--- src/rtl/valid_delay_line_pkg.sv ---
// valid_delay_line_pkg
//   Shared helpers for the valid-tagged delay line:
//   - tap_width / occ_width : derive the tap select and occupancy widths
//     from the stage count.
//   - STAGE_RESET           : value a stage takes on reset or flush.
//   No ports (package).
package valid_delay_line_pkg;

  // A single stage still needs a 1-bit select port.
  function automatic int tap_width(input int depth);
    return (depth > 1) ? $clog2(depth) : 1;
  endfunction

  // Occupancy has to represent 0..depth inclusive.
  function automatic int occ_width(input int depth);
    return $clog2(depth + 1);
  endfunction

  localparam int STAGE_RESET = 0;

endpackage

--- src/rtl/valid_delay_line_delay_stage.sv ---
// delay_stage
//   One register of the delay line. Carries {valid, data} as a single
//   W-bit word.
// Ports:
//   clk    in   1  rising-edge clock
//   rst    in   1  synchronous active-high clear
//   flush  in   1  synchronous clear (same effect as rst, lower priority)
//   hold   in   1  keep current value
//   d      in   W  next value when not cleared or held
//   q      out  W  registered value
module delay_stage
  import valid_delay_line_pkg::*;
#(
  parameter int W = 5
) (
  input  logic         clk,
  input  logic         rst,
  input  logic         flush,
  input  logic         hold,
  input  logic [W-1:0] d,
  output logic [W-1:0] q
);

  always_ff @(posedge clk) begin
    if (rst || flush) begin
      q <= W'(STAGE_RESET);
    end else if (!hold) begin
      q <= d;
    end
  end

endmodule

--- src/rtl/valid_delay_line.sv ---
// valid_delay_line
//   Valid-tagged delay line of DEPTH registered stages with stall, flush,
//   a combinational tap readout and a registered occupancy counter.
//   Latency input -> out_* is DEPTH cycles (stage DEPTH-1).
// Ports:
//   clk        in   1      rising-edge clock
//   rst        in   1      synchronous active-high reset
//   in_valid   in   1      capture in_data this cycle
//   in_data    in   WIDTH  input sample
//   stall      in   1      hold every stage, input ignored
//   flush      in   1      clear every stage, input dropped
//   tap_sel    in   TW     stage index for tap readout (0 = newest)
//   out_valid  out  1      valid of stage DEPTH-1
//   out_data   out  WIDTH  data of stage DEPTH-1
//   tap_valid  out  1      valid of stage tap_sel, 0 when out of range
//   tap_data   out  WIDTH  data of stage tap_sel, 0 when out of range
//   occupancy  out  CW     number of valid stages
module valid_delay_line
  import valid_delay_line_pkg::*;
#(
  parameter int WIDTH = 4,
  parameter int DEPTH = 4,
  localparam int TW = tap_width(DEPTH),
  localparam int CW = occ_width(DEPTH)
) (
  input  logic             clk,
  input  logic             rst,
  input  logic             in_valid,
  input  logic [WIDTH-1:0] in_data,
  input  logic             stall,
  input  logic             flush,
  input  logic [TW-1:0]    tap_sel,
  output logic             out_valid,
  output logic [WIDTH-1:0] out_data,
  output logic             tap_valid,
  output logic [WIDTH-1:0] tap_data,
  output logic [CW-1:0]    occupancy
);

  // Each stage word is {valid, data}; valid sits in bit WIDTH.
  logic [WIDTH:0] stage_q [DEPTH];
  logic [WIDTH:0] head_word;
  logic [WIDTH:0] tap_word;
  logic [CW-1:0]  occ_q;

  // Bubbles enter with zero data so nothing stale travels down the chain.
  assign head_word = {in_valid, in_valid ? in_data : WIDTH'(0)};

  for (genvar i = 0; i < DEPTH; i++) begin : g_stage
    if (i == 0) begin : g_head
      delay_stage #(.W(WIDTH + 1)) u_stage (
        .clk   (clk),
        .rst   (rst),
        .flush (flush),
        .hold  (stall),
        .d     (head_word),
        .q     (stage_q[0])
      );
    end else begin : g_body
      delay_stage #(.W(WIDTH + 1)) u_stage (
        .clk   (clk),
        .rst   (rst),
        .flush (flush),
        .hold  (stall),
        .d     (stage_q[i-1]),
        .q     (stage_q[i])
      );
    end
  end

  if (DEPTH == 1) begin : g_tap_single
    // Only one stage exists, so the select is irrelevant.
    logic unused_tap_sel;
    assign unused_tap_sel = ^tap_sel;
    assign tap_word = stage_q[0];
  end else begin : g_tap_mux
    // Non-power-of-2 depths leave select codes with no stage behind them.
    always_comb begin
      tap_word = '0;
      if (int'(tap_sel) < DEPTH) begin
        tap_word = stage_q[tap_sel];
      end
    end
  end

  // Tracks entries minus exits instead of counting valid bits each cycle;
  // a simultaneous entry and exit cancels out.
  always_ff @(posedge clk) begin
    if (rst || flush) begin
      occ_q <= '0;
    end else if (!stall) begin
      occ_q <= occ_q + CW'(in_valid) - CW'(stage_q[DEPTH-1][WIDTH]);
    end
  end

  assign out_valid = stage_q[DEPTH-1][WIDTH];
  assign out_data  = stage_q[DEPTH-1][WIDTH-1:0];
  assign tap_valid = tap_word[WIDTH];
  assign tap_data  = tap_word[WIDTH-1:0];
  assign occupancy = occ_q;

endmodule
--- config.mk ---
export PLATFORM = sky130hd
export DESIGN_NAME = valid_delay_line
export DESIGN_NICKNAME = d
export VERILOG_FILES = /design/src/rtl/valid_delay_line_pkg.sv /design/src/rtl/valid_delay_line_delay_stage.sv /design/src/rtl/valid_delay_line.sv
export SDC_FILE = /design/constraint.sdc
export NUM_CORES = 1
export LEC_CHECK = 0
export BUFFER_PORTS_ARGS = -buffer_cell sky130_fd_sc_hd__buf_4
export CORE_MARGIN = 10
export CORE_UTILIZATION = 25
export CTS_BUF_LIST = sky130_fd_sc_hd__clkbuf_16
export CTS_CLUSTER_DIAMETER = 40
export CTS_CLUSTER_SIZE = 16
export DETAILED_ROUTE_END_ITERATION = 6
export RECOVER_POWER = 50
export SYNTH_ARGS = -nofsm -noshare
export SYNTH_HDL_FRONTEND = slang
export SYNTH_HIERARCHICAL = 1
export SYNTH_SLANG_ARGS = --single-unit
--- constraint.sdc ---
create_clock -name clk -period 5.4 [get_ports clk]
set_input_delay 0.54 -clock clk [delete_from_list [all_inputs] [get_ports clk]]
set_output_delay 0.54 -clock clk [all_outputs]
set_load 0.01 [all_outputs]
=== Word level (Yosys, flattened, before mapping) ===
Cells that the tools add are included.

* Output and inout port bits: 13
* Logic and storage cells: 14
* Flip-flop bits (word level): 23
* Input port bits: 11

* Reductions and logical operators: 1
* $add $sub $neg: 2
* Bitwise gates (word level): 1
* Multiplexer cells: 4
* $lt $le $gt $ge: 1

{| class="wikitable"
|+ Operator list
! operator !! number
|-
| $bmux W5 S2 || 1
|-
| $mux W5 || 2
|-
| $mux W4 || 1
|-
| $add A3 B1 Y3 || 1
|-
| $ge A3 B3 Y1 const B || 1
|-
| $not A2 Y3 || 1
|-
| $sub A3 B1 Y3 || 1
|-
| $logic_or A1 B1 Y1 || 1
|}

=== Longest topological paths before layout ===
* Depth in word-level cells: 4
* Depth in mapped cells: 9
* Depth with buffers taken out: 9

=== By module ===
The synthesis kept the hierarchy.

{| class="wikitable"
|+ Modules (own cells, without submodules)
! module !! cells each !! times used !! area an instance (um^2) !! seq. area each (um^2)
|-
| delay_stage || 16 || 4 || 186.4 || 100.1
|-
| valid_delay_line || 28 || 1 || 315.3 || 60.1
|}

=== Worst setup path before layout ===
No wires, ideal clock.

* Path type: register -> register
* Start: register occ_q[0] (netlist: occupancy[0])
* End: register occ_q[2] (netlist: occupancy[2])
* Period minus slack after synthesis: 1977 ps
* Setup time: 86 ps
* Slack: 3423 ps
* Buffers on the path: 0
* Arrival time: 1891 ps
* Cell stages (with the launch flop): 10
* Required time: 5314 ps
* Cells stage by stage: dfxtp_1 inv_1 ha_1 inv_1 ha_1 inv_1 fa_1 xnor2_1 or3_1 a211oi_1

* Word-level cells in the longest chain between the ends: 2

{| class="wikitable"
|+ Ends and longest elaborated chain
! item !! line !! text
|-
| from (decl) || valid_delay_line.sv:44 || <nowiki>logic [CW-1:0] occ_q;</nowiki>
|-
| from (signal assigned) || valid_delay_line.sv:92 || <nowiki>occ_q <= occ_q + CW'(in_valid) - CW'(stage_q[DEPTH-1][WIDTH]);</nowiki>
|-
| $add A3 B1 Y3 || valid_delay_line.sv:92 ||
|-
| $sub A3 B1 Y3 || valid_delay_line.sv:92 ||
|}

No other way between the ends.
A chain may end at the register's enable or synchronous reset.

==> flow_metrics.tcl <==
set metrics [dict create \
    post_synth_instance_area_um2 1061 \
    crit_fanout 25 \
    detail_route.iter0.violations 75 \
    fmaxAchievable_mhz 491.4 \
    synth_top_family_by_area "multiplexers" \
    antenna_cells 0 \
    postSynthRegisterBits 23 \
    cts.repair_timing.setup_buffer_count 0 \
    synth.mux.area_fraction 0.3042 \
    nFillCells 416 \
    hold_path.class "register to register" \
    drc 0 \
    setup_violations 0 \
    route.final.wire_length_mm 2.458 \
    setup_total_negative_slack_ns 0 \
    layout_commonest_cell "dfxtp_1" \
    global_route_wire_length_before_repair_mm 4.291 \
    dieArea_um2 7250 \
    layout.cells.most_common_list "dfxtp_1, nor3_1, buf_4, mux2i_1, mux4_2" \
    max_transition_viols_final 26 \
    synth-simple-area-share 0.1368 \
    synth_sequential_area_ratio 0.4340 \
    stdcell_count 164 \
    status "complete, but fails checks" \
    clk-insertion-delay-late_ns 0.25 \
    cell_count_after_synthesis 92 \
    dr_total_vias 758 \
    critPathRequiredTime_ns 5.57 \
    tritoncts "yes" \
    timing.final.crit_share 0.3769 \
    clk_transition_reported_paths_ns 0.06 \
    synth.distinct_cells 16 \
    startpoint_type_of_the_worst_setup_path "primary input" \
    final-seq-area_um2 460.4 \
    htree_num_levels 1 \
    post_synth_xor_area_fraction 0.008255 \
    nNetsFinal 129 \
    die_width_um 85.15 \
    layout_min_cycle_time_ns 2.035 \
    num_io_pins 24 \
    p_leak_nw 0.5512 \
    worstPathArrival_ns 2.20 \
    drive_above_1_share 0.2632 \
    yosys.area_share.adder 0.04245 \
    cts_repair_resize_count 0 \
    die_height_um 85.15 \
    drt-pass1-iter-count 3 \
    clock-root-buffer "clkbuf_16" \
    pwr_density_cell_nw_per_um2 270.5 \
    number_of_cts_inserted_buffers 3 \
    crit_path_start "stall" \
    criticalPathCategory "primary input to register" \
    worst_ir_drop_vdd_v 0.0001072 \
    grt_start_max_net_pins 26 \
    number_of_antenna_violations_at_the_first_check_in_global_routing 0 \
    synth_compound_area_frac 0.01651 \
    wl_per_cell_um 14.99 \
    max-cap-violations 1 \
    grt_usage 0.07209 \
    cts_hold_buf 0 \
    synth.avg_cell_area_um2 11.53 \
    grt_setup_unrepaired "no" \
    grt_overflow 0 \
    critical_path.endpoint_type "register" \
    grt_pass1_vias 811 \
    failed_checks "capacitance limit, slew limit" \
    post_synthesis_to_final_layout_area_growth_pct 24.53 \
    placementRows 23 \
    skew_ns 0.002972 \
    cts.sink_count 23 \
    timing.rr.start "occupancy[0]" \
    cts.path.max_buffers 2 \
    quantity_of_i_o_buffers_inserted_on_ports 23 \
    finalWeightedCongestion 0.6878 \
    worst-slew-pin-transition_ns 1.614 \
    synthesis.nets 106 \
    finalHoldViolations 0 \
    max-slew-margin-rel -0.07632 \
    final_antenna_net_count 0 \
    synth.yosys.warnings 6 \
    hold_start "occupancy[2]" \
    detailedPlacementHpwl_mm 1.796 \
    placeable_area_um2 4058 \
    vias_per_cell 4.622 \
    multi_input_area_um2 539.3 \
    initial_core_util 0.2615 \
    dpl.cell_count 160 \
]
per-layer routing:
| layer | part of all wire | track usage | vias up |
|---|---|---|---|
| li1 | - | - | 382 |
| met1 | 0.45 | 0.08828 | 363 |
| met2 | 0.51 | 0.1165 | 11 |
| met3 | 0.024 | 0.01434 | 2 |
| met4 | 0.016 | 0.03593 | 0 |
| met5 | 0 | 0 | - |
worst paths after layout:
kind	endpoint	slack (ns)	depth (start not counted)
worst max-delay path	occupancy[2]	3.36	3
worst min-delay path	occupancy[2]	0.51	2
worst max register to register	occupancy[2]	3.38	9
worst min register to register	occupancy[2]	0.51	2
stage by stage:
step	utilization	hold slack, ns	area [um^2]	total power, W	setup slack (ns)
floorplan	-	0.5023	1061	0.0001926	3.423
global route	0.3256	0.5631	1321	0.0003714	3.160
detailed placement	0.3071	0.5060	1246	0.0002054	3.385
global placement	0.3071	0.4832	1246	0.0002045	3.467
CTS	0.3265	0.5143	1325	0.0003609	3.364
finish	0.3256	0.5100	1321	0.0003574	3.365
area by class of cell:
type	instances	area share
inverter	3	0.008523
timing repair buffer	23	0.1278
clock inverter	1	0.002841
tap	50	0.04735
clock buffer	3	0.05682
multi-input combinational	61	0.4081
sequential	23	0.3485
power by group:
part	internal [W]	total, W	switching (W)
sequential	0.000171	0.000172	0.00000115
combinational	0.0000139	0.0000294	0.0000155
clock	0.0000987	0.000156	0.0000571
sequential cells by signal, summed over array words and instances, names as in the netlist:
register / flops
g_stage.g_body.u_stage/q: 15
g_stage.g_head.u_stage/q: 5
occupancy: 3
cell families after synthesis:
logic type      after synthesis
mux                          26
simple gates                 28
flops                        23
xor+xnor                      1
compound gates                3
fa+ha+maj                     3
buf+inv                       8
cells in the mapped netlist:
master    instances  share of area
buf_6             4          0.042
buf_2             1         0.0047
a211oi_1          1         0.0071
mux4_2            5           0.11
inv_1             3          0.011
ha_1              2          0.024
fa_1              1          0.019
o21ai_0           1         0.0047
xnor2_1           1         0.0083
nor3_1           22           0.10
a21oi_1           1         0.0047
mux2i_1          21           0.20
nor2_1            1         0.0035
or3_1             1         0.0059
dfxtp_1          23           0.43
and2_1            4          0.024
critical path, cell delays in order:
cell,delay [ns]
clkbuf_1,1.15
o21ai_0,0.26
a211oi_1,0.26
(Power assumes the default switching activity.)
